==> src/rtl/bias_weight_trainer_if.sv <==
// Predictor-side bus of the bias weight trainer: issue records in, resolutions
// in, table write port and status out. The master drives predictions and
// resolutions; the slave is the trainer itself.
interface bias_weight_trainer_if #(
  parameter int unsigned INDEX_W  = 10,
  parameter int unsigned WEIGHT_W = 2,
  parameter int unsigned DEPTH    = 4
) ();

  localparam int unsigned OCC_W = $clog2(DEPTH) + 1;

  // Prediction capture
  logic                pred_valid;
  logic [INDEX_W-1:0]  pred_index;
  logic [WEIGHT_W-1:0] pred_weight;
  logic                pred_dir;
  logic                pred_lowconf;
  logic                pred_ready;

  // Resolution and pipeline control
  logic                res_valid;
  logic                res_taken;
  logic                flush;

  // Table write port and status
  logic                wr_en;
  logic [INDEX_W-1:0]  wr_index;
  logic [WEIGHT_W-1:0] wr_weight;
  logic                mispredict;
  logic [OCC_W-1:0]    occupancy;
  logic                res_err;

  modport master (
    output pred_valid, pred_index, pred_weight, pred_dir, pred_lowconf,
    output res_valid, res_taken, flush,
    input  pred_ready, wr_en, wr_index, wr_weight, mispredict, occupancy, res_err
  );

  modport slave (
    input  pred_valid, pred_index, pred_weight, pred_dir, pred_lowconf,
    input  res_valid, res_taken, flush,
    output pred_ready, wr_en, wr_index, wr_weight, mispredict, occupancy, res_err
  );

endinterface

==> src/rtl/bias_weight_trainer.sv <==
// Bias weight trainer: holds issued predictions in an in-order queue and, on
// each in-order resolution, computes the saturating weight update and drives
// the bias table write port one cycle later. Weights still queued for the
// same table entry are patched so consecutive aliasing branches train from
// the freshest value.
module bias_weight_trainer #(
  parameter int unsigned INDEX_W  = 10,
  parameter int unsigned WEIGHT_W = 2,
  parameter int unsigned DEPTH    = 4
) (
  input logic                  clk,
  input logic                  rst,
  bias_weight_trainer_if.slave bus
);

  localparam int unsigned PTR_W = $clog2(DEPTH);
  localparam int unsigned OCC_W = $clog2(DEPTH) + 1;

  // Two's complement saturation limits, e.g. 2'b01 / 2'b10 for WEIGHT_W = 2
  localparam logic [WEIGHT_W-1:0] WMax = {1'b0, {(WEIGHT_W-1){1'b1}}};
  localparam logic [WEIGHT_W-1:0] WMin = {1'b1, {(WEIGHT_W-1){1'b0}}};

  // Queue storage; contents need no reset, validity comes from occupancy
  logic [INDEX_W-1:0]  idx_q [DEPTH];
  logic [WEIGHT_W-1:0] w_q   [DEPTH];
  logic                dir_q [DEPTH];
  logic                lc_q  [DEPTH];

  logic [PTR_W-1:0] wr_ptr_q, rd_ptr_q;
  logic [OCC_W-1:0] occ_q;

  logic                wr_en_q;
  logic [INDEX_W-1:0]  wr_index_q;
  logic [WEIGHT_W-1:0] wr_weight_q;
  logic                mispredict_q;
  logic                res_err_q;

  logic                pred_ready;
  logic                push;
  logic                pop;
  logic [INDEX_W-1:0]  head_idx;
  logic [WEIGHT_W-1:0] head_w;
  logic                head_dir;
  logic                head_lc;
  logic                miss;
  logic                train;
  logic [WEIGHT_W-1:0] new_w;
  logic                patch;
  logic [WEIGHT_W-1:0] push_w;

  // Handshake decode, head lookup and the saturating update
  always_comb begin
    pred_ready = (occ_q < OCC_W'(DEPTH));
    // A flush drops any same-cycle push; a full queue refuses it
    push       = bus.pred_valid & pred_ready & ~bus.flush;
    pop        = bus.res_valid & (occ_q != '0);

    head_idx   = idx_q[rd_ptr_q];
    head_w     = w_q[rd_ptr_q];
    head_dir   = dir_q[rd_ptr_q];
    head_lc    = lc_q[rd_ptr_q];

    miss       = bus.res_taken ^ head_dir;
    train      = miss | head_lc;

    new_w = head_w;
    if (bus.res_taken) begin
      if (head_w != WMax) new_w = head_w + WEIGHT_W'(1);
    end else begin
      if (head_w != WMin) new_w = head_w - WEIGHT_W'(1);
    end

    patch  = pop & train;
    // An incoming record for the entry being written must see the new value
    push_w = (patch && (bus.pred_index == head_idx)) ? new_w : bus.pred_weight;
  end

  // Queue storage: coherence patch, then push (push slot is never a live entry)
  always_ff @(posedge clk) begin
    for (int unsigned i = 0; i < DEPTH; i++) begin
      if (patch && (idx_q[PTR_W'(i)] == head_idx)) begin
        w_q[PTR_W'(i)] <= new_w;
      end
    end
    if (push) begin
      idx_q[wr_ptr_q] <= bus.pred_index;
      w_q[wr_ptr_q]   <= push_w;
      dir_q[wr_ptr_q] <= bus.pred_dir;
      lc_q[wr_ptr_q]  <= bus.pred_lowconf;
    end
  end

  // Pointers and occupancy; flush wins over any push/pop bookkeeping
  always_ff @(posedge clk or posedge rst) begin
    if (rst) begin
      wr_ptr_q <= '0;
      rd_ptr_q <= '0;
      occ_q    <= '0;
    end else if (bus.flush) begin
      wr_ptr_q <= '0;
      rd_ptr_q <= '0;
      occ_q    <= '0;
    end else begin
      if (push) wr_ptr_q <= wr_ptr_q + PTR_W'(1);
      if (pop)  rd_ptr_q <= rd_ptr_q + PTR_W'(1);
      if (push && !pop) begin
        occ_q <= occ_q + OCC_W'(1);
      end else if (pop && !push) begin
        occ_q <= occ_q - OCC_W'(1);
      end
    end
  end

  // Registered table write port and status; resolves still complete under flush
  always_ff @(posedge clk or posedge rst) begin
    if (rst) begin
      wr_en_q      <= 1'b0;
      wr_index_q   <= '0;
      wr_weight_q  <= '0;
      mispredict_q <= 1'b0;
      res_err_q    <= 1'b0;
    end else begin
      wr_en_q      <= patch;
      mispredict_q <= pop & miss;
      if (patch) begin
        wr_index_q  <= head_idx;
        wr_weight_q <= new_w;
      end
      if (bus.res_valid && (occ_q == '0)) res_err_q <= 1'b1;
    end
  end

  assign bus.pred_ready = pred_ready;
  assign bus.wr_en      = wr_en_q;
  assign bus.wr_index   = wr_index_q;
  assign bus.wr_weight  = wr_weight_q;
  assign bus.mispredict = mispredict_q;
  assign bus.occupancy  = occ_q;
  assign bus.res_err    = res_err_q;

endmodule
==> src/flat_wrapper.sv <==
// flat-port wrapper written by rule: the top's interface ports become plain ports
module bias_weight_trainer_flat 
#(
  parameter int unsigned INDEX_W  = 10,
  parameter int unsigned WEIGHT_W = 2,
  parameter int unsigned DEPTH    = 4
)
  (clk, rst, bus_pred_valid, bus_pred_index, bus_pred_weight, bus_pred_dir, bus_pred_lowconf, bus_res_valid, bus_res_taken, bus_flush, bus_pred_ready, bus_wr_en, bus_wr_index, bus_wr_weight, bus_mispredict, bus_occupancy, bus_res_err);
  bias_weight_trainer_if #(.INDEX_W(INDEX_W), .WEIGHT_W(WEIGHT_W), .DEPTH(DEPTH)) bus_i ();
  input logic clk;
  input logic rst;
  input wire logic [$bits(bus_i.pred_valid)-1:0] bus_pred_valid;
  input wire logic [$bits(bus_i.pred_index)-1:0] bus_pred_index;
  input wire logic [$bits(bus_i.pred_weight)-1:0] bus_pred_weight;
  input wire logic [$bits(bus_i.pred_dir)-1:0] bus_pred_dir;
  input wire logic [$bits(bus_i.pred_lowconf)-1:0] bus_pred_lowconf;
  input wire logic [$bits(bus_i.res_valid)-1:0] bus_res_valid;
  input wire logic [$bits(bus_i.res_taken)-1:0] bus_res_taken;
  input wire logic [$bits(bus_i.flush)-1:0] bus_flush;
  output wire logic [$bits(bus_i.pred_ready)-1:0] bus_pred_ready;
  output wire logic [$bits(bus_i.wr_en)-1:0] bus_wr_en;
  output wire logic [$bits(bus_i.wr_index)-1:0] bus_wr_index;
  output wire logic [$bits(bus_i.wr_weight)-1:0] bus_wr_weight;
  output wire logic [$bits(bus_i.mispredict)-1:0] bus_mispredict;
  output wire logic [$bits(bus_i.occupancy)-1:0] bus_occupancy;
  output wire logic [$bits(bus_i.res_err)-1:0] bus_res_err;
  assign bus_i.pred_valid = bus_pred_valid;
  assign bus_i.pred_index = bus_pred_index;
  assign bus_i.pred_weight = bus_pred_weight;
  assign bus_i.pred_dir = bus_pred_dir;
  assign bus_i.pred_lowconf = bus_pred_lowconf;
  assign bus_i.res_valid = bus_res_valid;
  assign bus_i.res_taken = bus_res_taken;
  assign bus_i.flush = bus_flush;
  assign bus_pred_ready = bus_i.pred_ready;
  assign bus_wr_en = bus_i.wr_en;
  assign bus_wr_index = bus_i.wr_index;
  assign bus_wr_weight = bus_i.wr_weight;
  assign bus_mispredict = bus_i.mispredict;
  assign bus_occupancy = bus_i.occupancy;
  assign bus_res_err = bus_i.res_err;
  bias_weight_trainer #(.INDEX_W(INDEX_W), .WEIGHT_W(WEIGHT_W), .DEPTH(DEPTH)) u_core (.clk(clk), .rst(rst), .bus(bus_i));
endmodule
==> config.mk <==
export PLATFORM = sky130hd
export DESIGN_NAME = bias_weight_trainer_flat
export DESIGN_NICKNAME = d
export VERILOG_FILES = /design/src/rtl/bias_weight_trainer_if.sv /design/src/rtl/bias_weight_trainer.sv /design/src/flat_wrapper.sv
export SDC_FILE = /design/constraint.sdc
export NUM_CORES = 1
export LEC_CHECK = 0
export ABC_AREA = 1
export BUFFER_PORTS_ARGS = -buffer_cell sky130_fd_sc_hd__buf_4
export CAP_MARGIN = 15
export CORE_AREA = 8 8 95 97
export CTS_BUF_LIST = sky130_fd_sc_hd__clkbuf_8
export DETAILED_ROUTE_END_ITERATION = 8
export DIE_AREA = 0 0 103 105
export PLACE_DENSITY = 0.77
export SETUP_SLACK_MARGIN = 0.2
export SYNTH_ARGS = -nofsm -noshare
export SYNTH_HDL_FRONTEND = slang
export SYNTH_SLANG_ARGS = --single-unit
==> constraint.sdc <==
create_clock -name clk -period 6 [get_ports clk]
set_clock_uncertainty 0.15 [all_clocks]
set_input_delay 1.8 -clock clk [delete_from_list [all_inputs] [get_ports clk]]
set_output_delay 1.8 -clock clk [all_outputs]
set_load 0.02 [all_outputs]
---- After elaboration in Yosys (flattened, before gate mapping) ----
Memory sizes are Yosys's and may differ from the RTL's.
Index checks and enable logic that the tools add are counted.
W data, S select, Z words.
word-level totals
  bits in writable memories ............... 56
  input bits .............................. 20
  register bits after elaboration ......... 22
  memories kept ........................... 4
  output and inout port bits .............. 19
memories
  name          depth  bits a word  read ports  clocked after Yosys merged registers in  wr ports  line                       source
  u_core.idx_q  4      10           5           0                                        1         bias_weight_trainer.sv:24  logic [INDEX_W-1:0] idx_q [DEPTH];
  u_core.w_q    4      2            1           0                                        5         bias_weight_trainer.sv:25  logic [WEIGHT_W-1:0] w_q [DEPTH];
  u_core.dir_q  4      1            1           0                                        1         bias_weight_trainer.sv:26  logic dir_q [DEPTH];
  u_core.lc_q   4      1            1           0                                        1         bias_weight_trainer.sv:27  logic lc_q [DEPTH];
cells by class
  order comparisons ....................... 1
  multiplexer cells ....................... 21
  bitwise operators ....................... 8
  reduce and logical (&&, ||, !) cells .... 15
  $add $sub $neg .......................... 6
  equality and inequality tests ........... 7
operator list
  kind                   number
  $eq A10 B10 Y1         5
  $mux W2                8
  $mux W1                10
  $mux W3                3
  $logic_and A1 B1 Y1    8
  $add A2 B1 Y2 const B  3
  $reduce_bool A3 Y1     2
  $and A1 B1 Y1          5
  $reduce_bool A2 Y1     2
  $add A3 B1 Y3 const B  1
  $logic_not A3 Y1       1
  $lt A3 B3 Y1 const B   1
  $sub A3 B1 Y3 const B  1
  $logic_not A1 Y1       2
  $ne A2 B1 Y1 const B   1
  $ne A2 B2 Y1 const B   1
  $sub A2 B1 Y2 const B  1
  $not A1 Y1             1
  $or A1 B1 Y1           1
  $xor A1 B1 Y1          1

---- Longest topological paths before layout ----
Gate-level depths: netlist of the first run.
  word-level depth ........................ 8
  gate-level depth with buffers ........... 14
  depth with buffers taken out ............ 13

---- Least setup slack after synthesis of the first run ----
No wires, ideal clock.
  kind .................................... input port to flip-flop
  start ................................... input bus_flush
  end ..................................... register u_core.occ_q[1] (netlist: u_core.bus.occupancy[1])
  stages .................................. 5
  arrival time ............................ 3.015 ns
  setup time .............................. 0.084 ns
  data required time ...................... 5.766 ns
  path slack .............................. 2.751 ns
  path through ............................ nor3_1 inv_1 nor2_1 fa_1 o22ai_1
on the way
  longest elaborated chain between the ends .. 5
  elaborated cells between the ends (all ways) .. 8
  those cells by class .................... 2 x mux; 2 x bitwise; 4 x reduce/logical
ends and longest elaborated chain
  what                                                     line                                                    source
  start: declaration                                       flat_wrapper.sv:19                                      input wire logic [$bits(bus_i.flush)-1:0] bus_flush;
  $not A1 Y1                                               bias_weight_trainer.sv:55                               push = bus.pred_valid & pred_ready & ~bus.flush;
  $and A1 B1 Y1                                            bias_weight_trainer.sv:55
  $logic_and A1 B1 Y1 or $logic_not A1 Y1 (tied branches)  bias_weight_trainer.sv:106, bias_weight_trainer.sv:108
  $mux W3 or $logic_and A1 B1 Y1 (tied branches)           bias_weight_trainer.sv:106, bias_weight_trainer.sv:108
  $mux W3 or $reduce_bool A3 Y1 (tied branches)            n/a
  end signal: assignment                                   bias_weight_trainer.sv:107                              occ_q <= occ_q + OCC_W'(1);
  end signal: assignment                                   bias_weight_trainer.sv:109                              occ_q <= occ_q - OCC_W'(1);
  end: declaration                                         bias_weight_trainer.sv:30                               logic [OCC_W-1:0] occ_q;
Several ways; a longest one is shown, not always the timed one.
A chain may end at the register's enable or synchronous reset.

---- Final worst setup path of the first run ----
  start ................................... input bus_flush
  end ..................................... memory u_core.idx_q[1][6], enable pin
on the way
  longest elaborated chain between the ends .. 4
ends and longest elaborated chain
  what                           line                       source
  $not A1 Y1                     bias_weight_trainer.sv:55
  $and A1 B1 Y1                  bias_weight_trainer.sv:55
  $mux W1                        bias_weight_trainer.sv:85  if (push) begin
  $mux W1 (implied by the code)  bias_weight_trainer.sv:86  idx_q[wr_ptr_q] <= bus.pred_index;
  end: declaration               bias_weight_trainer.sv:24
Every way passes these cells.

==> flow_metrics.py, run 1 <==
metrics = {
    "clock_network": {
        "cts_setup_buffers": 0,
        "ctsResizeCount": 0,
        "clock_path_buffers": 2,
        "cts_tree": "yes",
        "h-tree-depth": 3,
        "root_buffer": "clkbuf_8",
        "clock_sinks": 78,
        "cts_made_buffers": 9,
        "clock_latency_ns": 0.34,
        "holdBufCountCts": 0,
        "clkSlewWorstSetupHoldPaths_ns": 0.08,
    },
    "cells_and_area": {
        "drive_above_1_share": 0.169,
        "antenna_cells": 0,
        "final_area_um2": 4580,
        "fin_util": 0.608,
        "regArea_um2": 2230,
        "multi_input_area_um2": 1620,
        "syn2layout_area_growth_pct": 13.5,
        "stdcell_count": 558,
        "layout.nets": 476,
        "fill_cells": 648,
    },
    "synthesis": {
        "yosysMostFrequentCell": "nand2_1",
        "ys_ff_latch": 78,
        "dominantRegCellSynth": "edfxtp_1",
        "postSynthAreaPerCell_um2": 9.76,
        "synthTopCellsByCount": "119 x nand2_1, 56 x edfxtp_1, 43 x nand3_1, 25 x inv_1, 24 x nor2_1",
        "synth_top_cell_area_share": 0.417,
        "ys_types": 32,
        "synth_warnings": 0,
        "synth_edf_count": 56,
        "async_flop_share": 0.282,
        "synth_top_area_cell": "edfxtp_1",
        "seq_area_frac_synth": 0.554,
        "synth_area_leaders": "edfxtp_1 42%, dfrtp_1 14%, nand2_1 11%",
        "syn_area_um2": 4030,
        "syn-instance-count": 413,
        "synth_fp_nets": 438,
    },
    "global_route": {
        "grt_pass1_vias": 3001,
        "grt_use_total": 0.170,
        "grt_pass1_wl_um": 14200,
        "grt_overflow": 0,
        "antenna_found_initial": 0,
        "grt_max_degree": 32,
    },
    "place": {
        "dp_hpwl_um": 6200,
        "gp_congestion": 0.900,
        "portBuffers": 38,
        "dpl.cell_count": 542,
        "dp_slack_ns": 2.23,
        "place_area_um2": 4370,
    },
    "timing": {
        "rsz0062_at_grt": "false",
        "hold_viol_final": 0,
        "fin_setup_tns_ns": 0,
        "worst_slew_pin_slew_ns": 1.03,
        "maxSlewHeadroom": 0.314,
        "max_freq_mhz": 293,
        "slew_viol_final": 0,
        "finalWorstSetupSlack_ns": 2.59,
        "period_share": 0.569,
        "period_minus_slack_ns": 3.41,
        "hold_ws_ns": 0.325,
        "finalSetupViolCount": 0,
    },
    "pwr": {
        "irDropWorstVdd_uv": 161,
        "powerDensity_nw_per_um2": 406,
        "total_power_mw": 1.86,
        "p_leak_nw": 1.94,
    },
    "floorplanning": {
        "fp.dieH_um": 105,
        "core-area_um2": 7530,
        "die_area_um2": 10800,
        "num_io_pins": 39,
        "fp.dieW_um": 103,
        "start_util": 0.536,
        "row_count": 32,
    },
    "detailed_routing": {
        "drc": 0,
        "first_iter_violations": 188,
        "drtAntennaViolNets": 0,
        "routed-via-count": 2984,
        "drt-wirelength-per-cell_um": 15.6,
        "via_per_inst": 5.35,
        "drtPass1Iterations": 5,
        "wl_um": 8730,
    },
    "worst_setup_path": {
        "cp_max_fo": 14,
        "arrival_ns": 3.24,
        "end_kind": "flip-flop",
        "required_ns": 5.83,
        "critPathLaunchType": "input pin",
        "critPathKind": "in -> reg",
    },
    "flow_run": {
        "drv_cap": 0,
    },
    "outcome": {
        "status": "finished clean",
    },
    "worst_hold_path": {
        "hold_class": "reg -> reg",
    },
}
==> cell type report <==
| class | instances | area share |
|---|---|---|
| clock buffers | 11 | 0.0331 |
| multi-input cells | 297 | 0.353 |
| inverters | 27 | 0.0227 |
| clock inverters | 5 | 0.0128 |
| flip-flops and latches | 78 | 0.488 |
| repair buffers | 38 | 0.0623 |
| well taps | 102 | 0.0279 |
==> cells in the final DEF, fill, tap and decap left out, types with 7 or more instances in the layout <==
cell / n
xnor2_1: 21
nand2_1: 119
nor2_1: 24
nand2_2: 12
nand3b_1: 7
xor2_1: 20
o21ai_0: 20
inv_1: 26
buf_4: 38
clkbuf_8: 11
nand3_1: 43
edfxtp_1: 56
dfrtp_1: 22
==> flip-flops by register name (all words and copies together), names as in the netlist <==
| signal | flops |
|---|---|
| u_core.idx_q | 40 |
| u_core.bus.wr_index | 10 |
| u_core.w_q | 8 |
| u_core.dir_q | 4 |
| u_core.lc_q | 4 |
| u_core.bus.occupancy | 3 |
| u_core.bus.wr_weight | 2 |
| u_core.rd_ptr_q | 2 |
| u_core.wr_ptr_q | 2 |
| u_core.bus.mispredict | 1 |
| u_core.bus.res_err | 1 |
| u_core.bus.wr_en | 1 |
==> report_power, final <==
group	total [mW]	internal (mW)	switching, mW
combinational	0.720	0.262	0.458
sequential	0.732	0.667	0.0653
clock	0.406	0.215	0.191
total	1.86	1.14	0.714
==> worst max-delay path: stages <==
cell and delay [ns]:
buf_4 0.12, nor3_1 0.58, nand2_1 0.22, inv_1 0.52
==> cells by family (layout without fill, tap and decap cells) <==
family,Yosys count,in the layout,share of synthesized area
flops,78,78,0.554
buf+inv,38,81,0.0453
fa+ha+maj,5,5,0.0174
xor+xnor,42,42,0.0931
simple gates,219,219,0.248
compound gates,31,31,0.0428
==> final timing paths <==
kind | slack (ns) | endpoint | cells past startpoint | from
min in group asynchronous | 1.45 | u_core.bus.wr_index[6] | 2 | rst
hold reg to reg | 0.32 | u_core.bus.res_err | 1 | u_core.bus.res_err
setup reg to reg | 2.60 | u_core.w_q[3][1] | 11 | u_core.rd_ptr_q[0]
max in group asynchronous | 3.76 | u_core.bus.wr_index[5] | 2 | rst
hold / removal | 0.32 | u_core.bus.res_err | 1 | u_core.bus.res_err
setup / recovery | 2.59 | u_core.idx_q[1][6] | 4 | bus_flush
==> metal layers <==
layer | up-vias | track usage | wire length (µm)
met1 | 1383 | 0.209 | 3500
met5 | - | 0 | 0
met3 | 19 | 0.0305 | 725
met4 | 0 | 0.0972 | 293
li1 | 1444 | - | -
met2 | 138 | 0.273 | 4210
(Power assumes the default switching activity.)
==> run 2, diff against run 1 <==
Settings changed: ABC_AREA 1 to 0, CORE_AREA 8 8 95 97 to 8 8 93 95, DIE_AREA 0 0 103 105 to 0 0 101 103.
Clock period 6 ns to 3.4 ns, I/O delays scaled along.
==> run 2 against run 1 <==
Compared with the run above: area after synthesis decreased by 4.8%; worst setup slack worse by 2.2 ns; first-iteration DRC count down 21%; hold slack worse by 0.0038 ns; critical path type is now reg -> reg; critical endpoint is now u_core.w_q[0][1]; non-clock buffer count rose by 8; clock-buffer cell count decreased by 2; sequential cell count unchanged.
==> flow_metrics.py, run 2 <==
metrics = {
    "synthesis": {
        "syn-instance-count": 258,
        "ys_ff_latch": 78,
        "synth_edf_count": 56,
        "seq_area_frac_synth": 0.581,
        "synth_warnings": 0,
        "synth_fp_nets": 283,
        "synthTopCellsByCount": "56 x edfxtp_1, 47 x xnor2_1, 22 x dfrtp_1, 20 x mux2_2, 14 x inv_1",
        "ys_types": 29,
        "synth_top_cell_area_share": 0.438,
        "synth_top_area_cell": "edfxtp_1",
        "postSynthAreaPerCell_um2": 14.9,
        "syn_area_um2": 3840,
        "yosysMostFrequentCell": "edfxtp_1",
        "async_flop_share": 0.282,
        "synth_area_leaders": "edfxtp_1 44%, dfrtp_1 14%, xnor2_1 11%",
        "dominantRegCellSynth": "edfxtp_1",
    },
    "detailed_routing": {
        "drc": 0,
        "routed-via-count": 2142,
        "drtAntennaViolNets": 0,
        "drtPass1Iterations": 4,
        "wl_um": 7730,
        "drt-wirelength-per-cell_um": 19.2,
        "via_per_inst": 5.32,
        "first_iter_violations": 149,
    },
    "pwr": {
        "p_leak_nw": 1.64,
        "powerDensity_nw_per_um2": 789,
        "share_comb_of_total_power": 0.387,
        "switching_share": 0.332,
        "p_clk_frac": 0.236,
        "p_int_mw": 2.35,
        "irDropWorstVdd_uv": 339,
        "power_frac_seq": 0.377,
        "power.net_switching_mw": 1.17,
    },
    "worst_setup_path": {
        "cp_max_fo": 13,
        "critPathKind": "reg -> reg",
        "required_ns": 3.28,
        "critPathLaunchType": "flip-flop",
        "end_kind": "flip-flop",
        "arrival_ns": 2.84,
    },
    "floorplanning": {
        "num_io_pins": 39,
        "core-area_um2": 7140,
        "row_count": 31,
        "start_util": 0.538,
        "fp.dieW_um": 101,
        "die_area_um2": 10400,
        "fp.dieH_um": 103,
    },
    "cells_and_area": {
        "antenna_cells": 0,
        "mostFrequentLayoutCell": "edfxtp_1",
        "syn2layout_area_growth_pct": 15.9,
        "fill_cells": 541,
        "layout.nets": 325,
        "layout_common_cells": "56 x edfxtp_1, 47 x xnor2_1, 46 x buf_4",
        "stdcell_count": 403,
        "drive_above_1_share": 0.289,
        "largest_register_ffs": 40,
        "registers.top_by_ff_count": "u_core.idx_q",
    },
    "clock_network": {
        "clock_latency_ns": 0.35,
        "cts_setup_buffers": 0,
        "holdBufCountCts": 0,
        "clock_path_buffers": 2,
        "h-tree-depth": 3,
        "cts_tree": "yes",
        "cts_made_buffers": 9,
        "clock_sinks": 78,
        "clkSlewWorstSetupHoldPaths_ns": 0.08,
        "ctsResizeCount": 0,
        "root_buffer": "clkbuf_8",
    },
    "global_route": {
        "grt_use_total": 0.162,
        "grt_overflow": 0,
        "antenna_found_initial": 0,
        "grt_pass1_wl_um": 12300,
        "grt_pass1_vias": 2334,
        "grt_max_degree": 23,
    },
    "place": {
        "dpl.cell_count": 388,
        "portBuffers": 38,
        "dp_hpwl_um": 5560,
        "gp_congestion": 0.853,
    },
    "timing": {
        "slew_viol_final": 0,
        "maxSlewHeadroom": 0.381,
        "hold_ws_ns": 0.321,
        "rsz0062_at_grt": "false",
        "fin_setup_tns_ns": 0,
        "worst_slew_pin_slew_ns": 0.928,
        "finalSetupViolCount": 0,
        "period_minus_slack_ns": 2.97,
        "hold_viol_final": 0,
        "max_freq_mhz": 337,
        "period_share": 0.872,
    },
    "outcome": {
        "status": "finished clean",
    },
    "flow_run": {
        "drv_cap": 0,
    },
    "worst_hold_path": {
        "hold_class": "reg -> reg",
    },
}
## run 2: final cells by class
cell class / instances / area [µm²] / area share
Sequential cell: 78 / 2230 / 0.502
Inverter: 14 / 52.6 / 0.0118
Tap cell: 99 / 124 / 0.0278
Multi-Input combinational cell: 151 / 1460 / 0.328
Clock inverter: 6 / 110 / 0.0247
Clock buffer: 9 / 124 / 0.0278
Timing Repair Buffer: 46 / 345 / 0.0776
## run 2: path summary, 6_finish.rpt
| path | from | slack [ns] | cells after the start | endpoint |
|---|---|---|---|---|
| worst max register to register | u_core.rd_ptr_q[0] | 0.43 | 5 | u_core.w_q[0][1] |
| worst min-delay path | u_core.bus.res_err | 0.32 | 1 | u_core.bus.res_err |
| max in group asynchronous | rst | 1.75 | 2 | u_core.rd_ptr_q[0] |
| worst max-delay path | u_core.rd_ptr_q[0] | 0.43 | 5 | u_core.w_q[0][1] |
| worst min register to register | u_core.bus.res_err | 0.32 | 1 | u_core.bus.res_err |
| min in group asynchronous | rst | 0.72 | 2 | u_core.bus.occupancy[1] |
## run 2: per-stage QoR
step | power, mW | area (µm²) | setup WS, ns | util
after detailed placement | 2.71 | 4210 | 0.285 | 0.590
after global routing | 3.71 | 4450 | 0.278 | 0.623
after global placement | 2.69 | 4210 | 0.407 | 0.590
after floorplan | 2.33 | 3840 | 0.573 | -
final | 3.51 | 4450 | 0.434 | 0.623
after CTS | 3.54 | 4450 | 0.278 | 0.623
## run 2: cells by family after synthesis
logic type | after synthesis | synth area share
adders and majority gates | 6 | 0.0209
AOI/OAI and AO/OA | 12 | 0.0199
DFF | 78 | 0.581
muxes | 34 | 0.150
buffers and inverters | 29 | 0.0384
xor gates and xnor gates | 56 | 0.128
and+or+nand+nor | 43 | 0.0622
## run 2: routing by layer
| layer | routed length (µm) | global-route usage |
|---|---|---|
| met5 | 0 | 0 |
| met3 | 535 | 0.0554 |
| met2 | 3760 | 0.274 |
| met4 | 127 | 0.0527 |
| met1 | 3310 | 0.189 |
## run 2: worst max-delay path, cell delays in order, from the launching register on
cell	delay (ns)
dfrtp_2	0.55
mux4_1	0.61
xnor2_1	0.29
o21ai_4	0.20
or4_1	0.54
o21ai_0	0.31
## run 2: power groups by stage
stage	Combinational [mW]	Sequential, mW	Clock [mW]
after CTS	1.38	1.32	0.836
after detailed placement	1.37	1.34	0
after floorplan	0.918	1.41	0
after global routing	1.48	1.34	0.878
final	1.36	1.32	0.829
after global placement	1.35	1.34	0
